<file path="src/rtl/gridworld_episode_sequencer_if.sv">
// Update-transaction bus between the episode sequencer and the Q-learning update unit.
// Latency: n/a (wires only).
// Backpressure: the master holds the transaction fields until the slave pulses upd_done.
interface gridworld_episode_sequencer_if #(
    parameter int ROW_W         = 3,
    parameter int COL_W         = 3,
    parameter int Q_VALUE_WIDTH = 16
);
    logic                            upd_start;
    logic        [ROW_W-1:0]         cur_row;
    logic        [COL_W-1:0]         cur_col;
    logic        [1:0]               action;
    logic signed [Q_VALUE_WIDTH-1:0] reward;
    logic        [ROW_W-1:0]         next_row;
    logic        [COL_W-1:0]         next_col;
    logic                            upd_done;

    modport master (
        output upd_start, cur_row, cur_col, action, reward, next_row, next_col,
        input  upd_done
    );

    modport slave (
        input  upd_start, cur_row, cur_col, action, reward, next_row, next_col,
        output upd_done
    );
endinterface

</file>
<file path="src/rtl/gridworld_episode_sequencer.sv">
// Runs random-walk Q-learning episodes on a gridworld, issuing one update per step.
// Latency: go -> first upd_start 2 cycles; upd_done -> next upd_start 3 cycles.
// Backpressure: each step stalls in WAIT until the update unit returns upd_done.
module gridworld_episode_sequencer #(
    parameter int          GRID_ROWS     = 5,
    parameter int          GRID_COLS     = 5,
    parameter int          NUM_ACTIONS   = 4,
    parameter int          Q_VALUE_WIDTH = 16,
    parameter int          START_ROW     = 0,
    parameter int          START_COL     = 0,
    parameter int          GOAL_ROW      = 4,
    parameter int          GOAL_COL      = 4,
    parameter int          MAX_STEPS     = 64,
    parameter logic [15:0] LFSR_SEED     = 16'hACE1,
    parameter int          STEP_REWARD   = -256,
    parameter int          WALL_REWARD   = -512,
    parameter int          GOAL_REWARD   = 2560
) (
    input  logic                                 clk,
    input  logic                                 rst,
    input  logic                                 go,
    input  logic [15:0]                          num_episodes,
    gridworld_episode_sequencer_if.master        upd,
    output logic                                 busy,
    output logic                                 episode_done,
    output logic                                 all_done,
    output logic [15:0]                          episode_count,
    output logic [15:0]                          step_count
);
    localparam int ROW_W = (GRID_ROWS > 1) ? $clog2(GRID_ROWS) : 1;
    localparam int COL_W = (GRID_COLS > 1) ? $clog2(GRID_COLS) : 1;
    localparam int ACT_W = $clog2(NUM_ACTIONS);

    localparam logic [ROW_W-1:0] ROW_MAX = ROW_W'(GRID_ROWS - 1);
    localparam logic [COL_W-1:0] COL_MAX = COL_W'(GRID_COLS - 1);
    localparam logic [ROW_W-1:0] START_R = ROW_W'(START_ROW);
    localparam logic [COL_W-1:0] START_C = COL_W'(START_COL);
    localparam logic [ROW_W-1:0] GOAL_R  = ROW_W'(GOAL_ROW);
    localparam logic [COL_W-1:0] GOAL_C  = COL_W'(GOAL_COL);
    localparam logic [15:0]      MAX_S   = 16'(MAX_STEPS);

    localparam logic signed [Q_VALUE_WIDTH-1:0] R_STEP = Q_VALUE_WIDTH'(STEP_REWARD);
    localparam logic signed [Q_VALUE_WIDTH-1:0] R_WALL = Q_VALUE_WIDTH'(WALL_REWARD);
    localparam logic signed [Q_VALUE_WIDTH-1:0] R_GOAL = Q_VALUE_WIDTH'(GOAL_REWARD);

    typedef enum logic [2:0] {
        S_IDLE, S_SELECT, S_ISSUE, S_WAIT, S_ADVANCE, S_DONE
    } state_t;

    state_t                            state;
    logic        [15:0]                lfsr;
    logic        [15:0]                num_eps;
    logic        [ROW_W-1:0]           pos_row, tgt_row;
    logic        [COL_W-1:0]           pos_col, tgt_col;
    logic signed [Q_VALUE_WIDTH-1:0]   tgt_reward;
    logic                              wall;
    logic                              ep_end;
    logic                              last_ep;

    // A move into the boundary leaves the agent where it is.
    always_comb begin
        tgt_row = pos_row;
        tgt_col = pos_col;
        wall    = 1'b0;
        case (lfsr[ACT_W-1:0])
            2'd0:    if (pos_row == '0)     wall = 1'b1; else tgt_row = pos_row - ROW_W'(1);
            2'd1:    if (pos_row == ROW_MAX) wall = 1'b1; else tgt_row = pos_row + ROW_W'(1);
            2'd2:    if (pos_col == '0)     wall = 1'b1; else tgt_col = pos_col - COL_W'(1);
            default: if (pos_col == COL_MAX) wall = 1'b1; else tgt_col = pos_col + COL_W'(1);
        endcase
        if (wall)                                        tgt_reward = R_WALL;
        else if (tgt_row == GOAL_R && tgt_col == GOAL_C) tgt_reward = R_GOAL;
        else                                             tgt_reward = R_STEP;
    end

    assign ep_end  = (upd.next_row == GOAL_R && upd.next_col == GOAL_C) ||
                     (step_count + 16'd1 == MAX_S);
    assign last_ep = (episode_count + 16'd1 == num_eps);

    always_ff @(posedge clk) begin
        if (rst) begin
            state         <= S_IDLE;
            lfsr          <= LFSR_SEED;
            num_eps       <= '0;
            pos_row       <= '0;
            pos_col       <= '0;
            busy          <= 1'b0;
            episode_done  <= 1'b0;
            all_done      <= 1'b0;
            episode_count <= '0;
            step_count    <= '0;
            upd.upd_start <= 1'b0;
            upd.cur_row   <= '0;
            upd.cur_col   <= '0;
            upd.action    <= '0;
            upd.reward    <= '0;
            upd.next_row  <= '0;
            upd.next_col  <= '0;
        end else begin
            upd.upd_start <= 1'b0;
            episode_done  <= 1'b0;
            all_done      <= 1'b0;
            case (state)
                S_IDLE: if (go) begin
                    num_eps       <= num_episodes;
                    pos_row       <= START_R;
                    pos_col       <= START_C;
                    step_count    <= '0;
                    episode_count <= '0;
                    busy          <= 1'b1;
                    if (num_episodes == 16'd0) begin
                        all_done <= 1'b1;
                        state    <= S_DONE;
                    end else begin
                        state <= S_SELECT;
                    end
                end
                S_SELECT: begin
                    upd.cur_row   <= pos_row;
                    upd.cur_col   <= pos_col;
                    upd.action    <= lfsr[ACT_W-1:0];
                    upd.reward    <= tgt_reward;
                    upd.next_row  <= tgt_row;
                    upd.next_col  <= tgt_col;
                    lfsr          <= {1'b0, lfsr[15:1]} ^ (lfsr[0] ? 16'hB400 : 16'h0000);
                    upd.upd_start <= 1'b1;
                    state         <= S_ISSUE;
                end
                S_ISSUE: state <= S_WAIT;
                // episode_done is raised here so it lines up with the ADVANCE cycle.
                S_WAIT: if (upd.upd_done) begin
                    episode_done <= ep_end;
                    state        <= S_ADVANCE;
                end
                S_ADVANCE: begin
                    if (ep_end) begin
                        episode_count <= episode_count + 16'd1;
                        step_count    <= '0;
                        pos_row       <= START_R;
                        pos_col       <= START_C;
                        if (last_ep) begin
                            all_done <= 1'b1;
                            state    <= S_DONE;
                        end else begin
                            state <= S_SELECT;
                        end
                    end else begin
                        step_count <= step_count + 16'd1;
                        pos_row    <= upd.next_row;
                        pos_col    <= upd.next_col;
                        state      <= S_SELECT;
                    end
                end
                S_DONE: begin
                    busy  <= 1'b0;
                    state <= S_IDLE;
                end
                default: state <= S_IDLE;
            endcase
        end
    end
endmodule
</file>
<file path="src/flat_wrapper.sv">
// flat-port wrapper written by rule: the top's interface ports become plain ports
module gridworld_episode_sequencer_flat 
#(
    parameter int          GRID_ROWS     = 5,
    parameter int          GRID_COLS     = 5,
    parameter int          NUM_ACTIONS   = 4,
    parameter int          Q_VALUE_WIDTH = 16,
    parameter int          START_ROW     = 0,
    parameter int          START_COL     = 0,
    parameter int          GOAL_ROW      = 4,
    parameter int          GOAL_COL      = 4,
    parameter int          MAX_STEPS     = 64,
    parameter logic [15:0] LFSR_SEED     = 16'hACE1,
    parameter int          STEP_REWARD   = -256,
    parameter int          WALL_REWARD   = -512,
    parameter int          GOAL_REWARD   = 2560
)
  (clk, rst, go, num_episodes, busy, episode_done, all_done, episode_count, step_count, upd_upd_start, upd_cur_row, upd_cur_col, upd_action, upd_reward, upd_next_row, upd_next_col, upd_upd_done);
  gridworld_episode_sequencer_if #(.Q_VALUE_WIDTH(Q_VALUE_WIDTH)) upd_i ();
  input  logic clk;
  input  logic rst;
  input  logic go;
  input  logic [15:0] num_episodes;
  output logic busy;
  output logic episode_done;
  output logic all_done;
  output logic [15:0] episode_count;
  output logic [15:0] step_count;
  output wire logic [$bits(upd_i.upd_start)-1:0] upd_upd_start;
  output wire logic [$bits(upd_i.cur_row)-1:0] upd_cur_row;
  output wire logic [$bits(upd_i.cur_col)-1:0] upd_cur_col;
  output wire logic [$bits(upd_i.action)-1:0] upd_action;
  output wire logic [$bits(upd_i.reward)-1:0] upd_reward;
  output wire logic [$bits(upd_i.next_row)-1:0] upd_next_row;
  output wire logic [$bits(upd_i.next_col)-1:0] upd_next_col;
  input wire logic [$bits(upd_i.upd_done)-1:0] upd_upd_done;
  assign upd_upd_start = upd_i.upd_start;
  assign upd_cur_row = upd_i.cur_row;
  assign upd_cur_col = upd_i.cur_col;
  assign upd_action = upd_i.action;
  assign upd_reward = upd_i.reward;
  assign upd_next_row = upd_i.next_row;
  assign upd_next_col = upd_i.next_col;
  assign upd_i.upd_done = upd_upd_done;
  gridworld_episode_sequencer #(.GRID_ROWS(GRID_ROWS), .GRID_COLS(GRID_COLS), .NUM_ACTIONS(NUM_ACTIONS), .Q_VALUE_WIDTH(Q_VALUE_WIDTH), .START_ROW(START_ROW), .START_COL(START_COL), .GOAL_ROW(GOAL_ROW), .GOAL_COL(GOAL_COL), .MAX_STEPS(MAX_STEPS), .LFSR_SEED(LFSR_SEED), .STEP_REWARD(STEP_REWARD), .WALL_REWARD(WALL_REWARD), .GOAL_REWARD(GOAL_REWARD)) u_core (.clk(clk), .rst(rst), .go(go), .num_episodes(num_episodes), .upd(upd_i), .busy(busy), .episode_done(episode_done), .all_done(all_done), .episode_count(episode_count), .step_count(step_count));
endmodule
</file>
<file path="config.mk">
export PLATFORM = sky130hd
export DESIGN_NAME = gridworld_episode_sequencer_flat
export DESIGN_NICKNAME = d
export VERILOG_FILES = /design/src/rtl/gridworld_episode_sequencer_if.sv /design/src/rtl/gridworld_episode_sequencer.sv /design/src/flat_wrapper.sv
export SDC_FILE = /design/constraint.sdc
export NUM_CORES = 1
export LEC_CHECK = 0
export ABC_CLOCK_PERIOD_IN_PS = 7970
export CAP_MARGIN = 10
export CORE_ASPECT_RATIO = 0.7
export CORE_MARGIN = 2
export CORE_UTILIZATION = 50
export DETAILED_ROUTE_END_ITERATION = 10
export PLACE_DENSITY = 0.87
export SLEW_MARGIN = 20
export SYNTH_ARGS = -nofsm -noshare
export SYNTH_HDL_FRONTEND = slang
export SYNTH_SLANG_ARGS = --single-unit
</file>
<file path="constraint.sdc">
create_clock -name clk -period 7.97 [get_ports clk]
set_clock_uncertainty 0.2 [all_clocks]
set_input_delay 1.594 -clock clk [delete_from_list [all_inputs] [get_ports clk]]
set_output_delay 1.594 -clock clk [all_outputs]
set_load 0.01 [all_outputs]
</file>
# ---- Word-level counts from Yosys, hierarchy flattened
# Cells that the tools add are included.
dict set report classes {
  bitwise_logic 3
  n_reduce_logical 17
  mux 38
  add_sub_neg 6
  n_eq_ne 18
}
# cell count
set op_table {}
lappend op_table {{16-bit two-way mux} 6}
lappend op_table {{16-bit case mux with 2 select lines} 2}
lappend op_table {{3-bit two-way mux} 12}
lappend op_table {{16-bit by 1-bit adder with 16-bit output, second input constant} 2}
lappend op_table {{3-bit equality test, second input constant} 8}
lappend op_table {{3-bit case mux with 2 select lines} 4}
lappend op_table {{16-bit equality test} 1}
lappend op_table {{16-bit by 7-bit equality test with 1-bit output, second input constant} 1}
lappend op_table {{16-bit zero test} 1}
lappend op_table {{15-bit by 16-bit bitwise XOR with 16-bit output} 1}
lappend op_table {{3-bit case mux with 5 select lines} 1}
lappend op_table {{1-bit two-way mux} 10}
lappend op_table {{3-bit zero test} 3}
lappend op_table {{2-bit AND reduction} 4}
lappend op_table {{3-bit by 1-bit adder with 3-bit output, second input constant} 2}
lappend op_table {{3-bit by 2-bit equality test with 1-bit output, second input constant} 2}
lappend op_table {{3-bit by 1-bit subtractor with 3-bit output, second input constant} 2}
lappend op_table {{2-bit inequality test, second input constant} 2}
lappend op_table {{1-bit case mux with 2 select lines} 2}
lappend op_table {{2-bit nonzero test} 2}
lappend op_table {{3-bit by 1-bit equality test with 1-bit output, second input constant} 1}
lappend op_table {{1-bit case mux with 3 select lines} 1}
lappend op_table {{3-bit AND reduction} 1}
lappend op_table {{3-bit OR reduction} 1}
lappend op_table {{other kinds (8)} 10}
dict set report totals {
  inputBits 20
  reg_bits 107
  word_cells 99
}

# ---- Depth between registers and ports, before layout
# Gate-level depths: netlist (run 1).
dict set report logic_depth {
  word_depth 7
  mapped_depth 10
  ltp_nobuf 10
}

# ---- Worst setup path after synthesis (run 1)
# OpenSTA, ideal clock, no wires.
dict set report synth_timing {
  kind {input to register}
  startpoint {in go}
  endpoint {reg u_core.episode_count[13]}
  stages 6
  setup_slack_ps 4974
  setup_ps 122
  path_buffers 1
  t_arrival_ps 2674
  path_cell_list {nand2_1 -> nor2_1 -> nor2_1 -> o21a_1 -> buf_6 -> a221o_1}
}
dict set report synth_via {
  elab_chain_len 2
}
# item line
set synth_lines {}
lappend synth_lines {{start: declaration} flat_wrapper.sv:22} ;# input logic go;
lappend synth_lines {{2-bit inequality test (no line)} n/a}
lappend synth_lines {{3-bit AND reduction (no line)} n/a}
lappend synth_lines {{end signal: assignment} gridworld_episode_sequencer.sv:137} ;# episode_count <= episode_count + 16'd1;
lappend synth_lines {{end: declaration} gridworld_episode_sequencer.sv:27} ;# output logic [15:0] episode_count,
# Every way passes these cells.
# A chain may end at the register's enable or synchronous reset.

# ---- Worst setup path in the final report (run 1)
# Ends and elaborated chain as after synthesis.

==> impl_results.md, run 1 <==
- Vias in the first global route: 4030
- Fin Hold WS: about 0.25 ns
- Total GRT Usage: 0.2320
- Post-CTS Hold Fix Bufs: 0
- Inst Count DP: 782
- First DRT Iteration DRCs: between 500 and 600
- Worst setup margin: 3.964 ns
- Worst Tran Pin Value: around 0.97 ns
- Max_cap viols: 0
- CTS H-tree lvls: 3
- Die width: 122.3 um
- Final wirelength: 12150 um
- Worst vdd ir: 0.0001120 V
- DRT antenna net count: 0
- Dpl hpwl: 8431 um
- Setup crit start kind: input port
- Crit path capture type: register
- CP max-delay cell: nor2_1
- CP Max Fanout: 17
- Dominant synthesized flop cell: dfxtp_1
- First-pass GRT wire length: about 20000 um
- CP bufs+invs: 1
- Required time of the critical path: 7.99 ns
- Int Pwr: between 700 and 800 uW
- Antenna Cells: 0
- Antenna violations before repair: 0
- WS Path Type: in -> reg
- Final Non-Filler Cells: 797
- Status: complete, no violations
- Post-Syn Area: 0.004898 mm2
- P_leak: about 0.0022 uW
- Clock sinks: 94
- Async SR Flop Fraction: 0
- Cts bufs inserted: 9
- Number of cell rows: 30
- Clk pwr share: 0.405
- Die area: 0.01062 mm2
- Arrival @ worst endpoint: 4.03 ns
- Largest net degree at the start of global routing: 79
- Synth Instances: 623
- Switch Pwr: 260.9 uW
- Share of the synthesized area in the top cell type: 0.3842
- Syn_area_per_cell: just under 8 um2
- Post-synth EDFFs: 0
- Sequential share of power: 0.487
- Sequential area share after synthesis: 0.3842
- Number of fill cells: 806
- Share of post-route cells with drive strength above 1: 0.05232
- Cell Chain, Critical Path: clkdlybuf4s50_1, nand2_1, nor2_1, nor2_1, o21a_1, a221o_1
- Top-level port count: 86
- Setup_tns: 0 ns
- Most common cell after layout, fill and taps aside: nand2_1
- Worst slack, placed: 3.706 ns
- Total number of vias: roughly 4600
- Area contributors post-synth: dfxtp_1 38%, nand2_1 8.9%, a21oi_1 5.2%
- Post-synth cell types: 60
- Final #Nets: 693
- Switching part of the total: 0.2505
- Fin crit share: 0.5026
- Top delay family on crit path: simple AND/OR/NAND/NOR gates
- Worst-Skew Late Latency: 0.34 ns
- Final setup fails: 0
- Core box area: ~0.0096 mm2
- Max Transition Viols Final: 0
- Reg2Reg Setup Slack: 4.75 ns
- Most frequent cell on the critical path: nor2_1
- Hold Fails Final Rpt: 0
- Worst Hold Class: reg -> reg
- Die Y: 86.81 um
- Global route overflow: 0
- Commonest non-fill, non-tap cells in the layout: 116 x nand2_1, 94 x dfxtp_1, 76 x clkdlybuf4s50_1, 57 x nor2_1, 51 x a21oi_1
- Synth Register Bits: 94
- Number of port buffers: 77
- Clk slew on worst S/H paths: roughly 0.070 ns
- Setup repair bufs after CTS: 0
- Initial core utilization: 0.5098
- CP peak stage delay: 0.75 ns
- Gp weighted congestion: 0.8881
- Worst rel slew slack: 0.3514
- Yosys warning total: 0
- Drt pass-1 iters: 5
- CTS tree: built
- Remaining DRCs: 0
- PostCTS Resize Cnt: 0
- Fmax: 249.7 MHz
- Pwr per Cell Area: 177.0 mW/mm2
- RSZ-0062 raised after global routing: no
- Synth area leader: dfxtp_1
- P&R area growth vs syn: 20.13%
- Wire length per cell: approximately 15 um
- Logic pwr share: 0.108
- Root Driver: clkbuf_16
- Via density: ~5.8
- Min cycle time layout: between 4 and 5 ns
- CTS Buffer Depth: 2
## final cells by class
type                            instances  area, um2  share of cell area
Timing Repair Buffer                   79      780.7              0.1327
Inverter                                9      33.78            0.005741
Clock inverter                          5      60.06             0.01021
Sequential cell                        94       1882              0.3198
Multi-Input combinational cell        472       2739              0.4654
Clock buffer                           10      229.0             0.03891
Tap cell                              128      160.2             0.02722
## through the flow
step	util	power (uW)	cell area, um2
after floorplan	-	591.8	4925
after global placement	0.5818	623.3	5590
after detailed placement	0.5818	627.9	5590
after CTS	0.6118	1046	5879
after global routing	0.6124	1079	5884
final	0.6124	1041	5884
## metal layers
layer | vias to the layer above | track usage | part of all wire
li1 | 2236 | - | -
met3 | 10 | 0.04737 | 0.066
met1 | 2207 | 0.3291 | 0.46
met4 | 0 | 0.07106 | 0.0096
met2 | 186 | 0.3556 | 0.46
met5 | - | 0 | 0
## final timing paths
kind | from | end | cells past startpoint
worst max register to register | u_core.step_count[0] | u_core.state[2] | 9
worst min register to register | u_core.lfsr[2] | u_core.lfsr[1] | 2
worst min-delay path | u_core.lfsr[2] | u_core.lfsr[1] | 2
worst max-delay path | go | u_core.episode_count[13] | 6
## worst register-to-register path, stage by stage (launching register included)
cell and delay [ns]:
dfxtp_1 0.43, ha_1 0.33, nand3_4 0.16, nor4_1 0.41, xor2_1 0.16, nor3_2 0.23, o211a_4 0.26, nor2_2 0.15
nor4_1 0.60, o211a_1 0.24
## power groups by stage
| stage | Combinational, uW | Sequential (uW) | Clock, uW |
|---|---|---|---|
| floorplan | 79.1 | 513 | 0 |
| global placement | 107 | 516 | 0 |
| detailed placement | 111 | 517 | 0 |
| CTS | 112 | 506 | 427 |
| global route | 125 | 509 | 445 |
| finish | 113 | 507 | 422 |
## cells by family after synthesis
kind of cell	after synthesis	share of synthesized area
compound gates	138	0.1837
xor+xnor	39	0.06973
buf+inv	64	0.06360
simple gates	277	0.2736
fa+ha+maj	8	0.02044
other cells	1	0.0007655
flops	94	0.3842
mux	2	0.004087
## flip-flops by register name, summed over array words and instances, names as in the netlist, 16 cells and up
register and cells:
u_core.num_eps 16, u_core.episode_count 16, u_core.step_count 16, u_core.lfsr 16
## synth_stat cells, types with 3 or more instances
cell	instances
nand2_1	116
dfxtp_1	94
nor2_1	58
a21oi_1	51
clkbuf_1	33
xnor2_1	28
nand3_1	21
o21ai_0	18
buf_4	14
nor4_1	13
o31ai_1	12
nor3_1	11
xor2_1	11
a22oi_1	9
inv_1	9
nand4_1	9
a21o_1	8
ha_1	8
a211oi_1	7
and3_1	7
a211o_1	5
nand2b_1	5
nand3b_1	5
o311ai_0	5
a22o_1	4
a31oi_1	4
o21a_1	4
or2_2	4
or3_1	4
buf_1	3
buf_2	3
nor4b_1	3
Power figures use the tool's default switching activity.
==> run 2, diff against run 1 <==
ABC_CLOCK_PERIOD_IN_PS = 4200   (was 7970)
clock period = 4.2 ns   (was 7.97 ns; I/O delays follow)
==> run 2 against run 1 <==
Net effect:
- worst hold slack better by 0.0037 ns
- combinational power up 92%
- sequential cell count unchanged
- via count down 0.28%
- setup slack worse by 2.9 ns
- die area unchanged
- critical endpoint unchanged
==> impl_results.md, run 2 (same netlist as run 1, synthesis figures left out) <==
- Footprint of the multi-input gates: about 0.0027 mm2
- Post-CTS Hold Fix Bufs: 0
- Global-route met3 utilization: 0.05658
- Inst Count DP: 783
- Min cycle time layout: 3.101 ns
- First DRT Iteration DRCs: 488
- Worst-Skew Late Latency: 0.34 ns
- Number of fill cells: about 810
- Most common cell after layout, fill and taps aside: nand2_1
- Final wirelength: ~13000 um
- Required time of the critical path: 4.23 ns
- P&R area growth vs syn: 20.77%
- Total GRT Usage: 0.2407
- Hold Fails Final Rpt: 0
- First-pass GRT wire length: 20390 um
- Vias in the first global route: 4247
- Worst Tran Pin Value: about 0.8 ns
- Die area: 0.01062 mm2
- Worst rel slew slack: 0.4714
- Die Y: 86.81 um
- Die width: 122.3 um
- RSZ-0062 raised after global routing: no
- Clk slew on worst S/H paths: 0.06 ns
- Arrival @ worst endpoint: 3.13 ns
- Top-level port count: 86
- Register area: about 0.0019 mm2
- Crit path capture type: register
- Global route overflow: 0
- Worst Hold Class: reg -> reg
- Remaining DRCs: 0
- Core box area: 0.009609 mm2
- Met1 usage in global routing: 0.3443
- P_leak: ~0.0022 uW
- Final Non-Filler Cells: 798
- Drt pass-1 iters: 5
- Wire length per cell: 15.69 um
- Final setup fails: 0
- Via density: a little under 6
- Clock sinks: 94
- Worst vdd ir: 0.0002302 V
- Root Driver: clkbuf_16
- Status: complete, no violations
- Max_cap viols: 0
- Cts bufs inserted: 9
- Commonest non-fill, non-tap cells in the layout: 116 x nand2_1, 94 x dfxtp_1, 76 x clkdlybuf4s50_1, 57 x nor2_1, 51 x a21oi_1
- Number of port buffers: 77
- Largest net degree at the start of global routing: 64
- Gr busiest metal: met2
- CTS H-tree lvls: 3
- Setup_tns: 0 ns
- Fin Hold WS: approximately 0.26 ns
- DRT antenna net count: 0
- WS Path Type: reg -> reg
- Worst setup margin: about 1.1 ns
- Dpl hpwl: 8806 um
- Number of cell rows: 30
- Setup repair bufs after CTS: 0
- Initial core utilization: 0.5098
- Fmax: 322.5 MHz
- CP Max Fanout: 12
- Share of post-route cells with drive strength above 1: 0.05373
- CTS tree: built
- Fin crit share: 0.7384
- Gp weighted congestion: 0.8884
- Final #Nets: slightly below 700
- Total power draw: 2046 uW
- Antenna violations before repair: 0
- Antenna Cells: 0
- Max Transition Viols Final: 0
- Setup crit start kind: register
- CTS Buffer Depth: 2
- Worst slack, placed: 1.124 ns
- Total number of vias: about 4600
- Met2 Resource Use GR: 0.3591
- Pwr per Cell Area: 345.8 mW/mm2
- PostCTS Resize Cnt: 0
run 2: metal layers:
| layer | wire [um] | vias up |
|---|---|---|
| li1 | - | 2254 |
| met1 | 5910 | 2167 |
| met2 | 5558 | 187 |
| met3 | 885 | 18 |
| met4 | 169 | 0 |
| met5 | 0 | - |
run 2: through the flow:
step,utilization,area [um2]
after CTS,0.6151,5911
after floorplan,-,4925
after global placement,0.5826,5598
after global routing,0.6156,5916
final,0.6156,5916
after detailed placement,0.5826,5598
run 2: where the power goes:
group          internal, uW  leakage [uW]  switching (uW)
Sequential              927      0.000764            35.7
Combinational          94.8       0.00128             122
Clock                   521      0.000145             346
run 2: worst max-delay path: stages (launching register included):
cell and delay [ns]:
dfxtp_1 0.42, ha_1 0.34, nand3_4 0.16, nor4_1 0.37, xor2_1 0.15, nor3_2 0.23
o211a_4 0.27, nor2_2 0.13, o21a_1 0.35, a221o_1 0.37
run 2: final timing paths:
path / startpoint / endpoint / slack [ns] / cells after the start
max reg2reg: u_core.step_count[0] / u_core.episode_count[13] / 1.10 / 9
min reg2reg: u_core.upd.cur_col[0] / u_core.upd.cur_col[0] / 0.26 / 2
max: u_core.step_count[0] / u_core.episode_count[13] / 1.10 / 9
min: u_core.upd.cur_col[0] / u_core.upd.cur_col[0] / 0.26 / 2
run 2: final cells by class:
| type | instances | area share |
|---|---|---|
| clock inverters | 5 | 0.01417 |
| inverters | 9 | 0.005711 |
| well taps | 128 | 0.02707 |
| repair buffers | 80 | 0.1332 |
| clock buffers | 10 | 0.03871 |
| flip-flops and latches | 94 | 0.3181 |
| multi-input cells | 472 | 0.4630 |
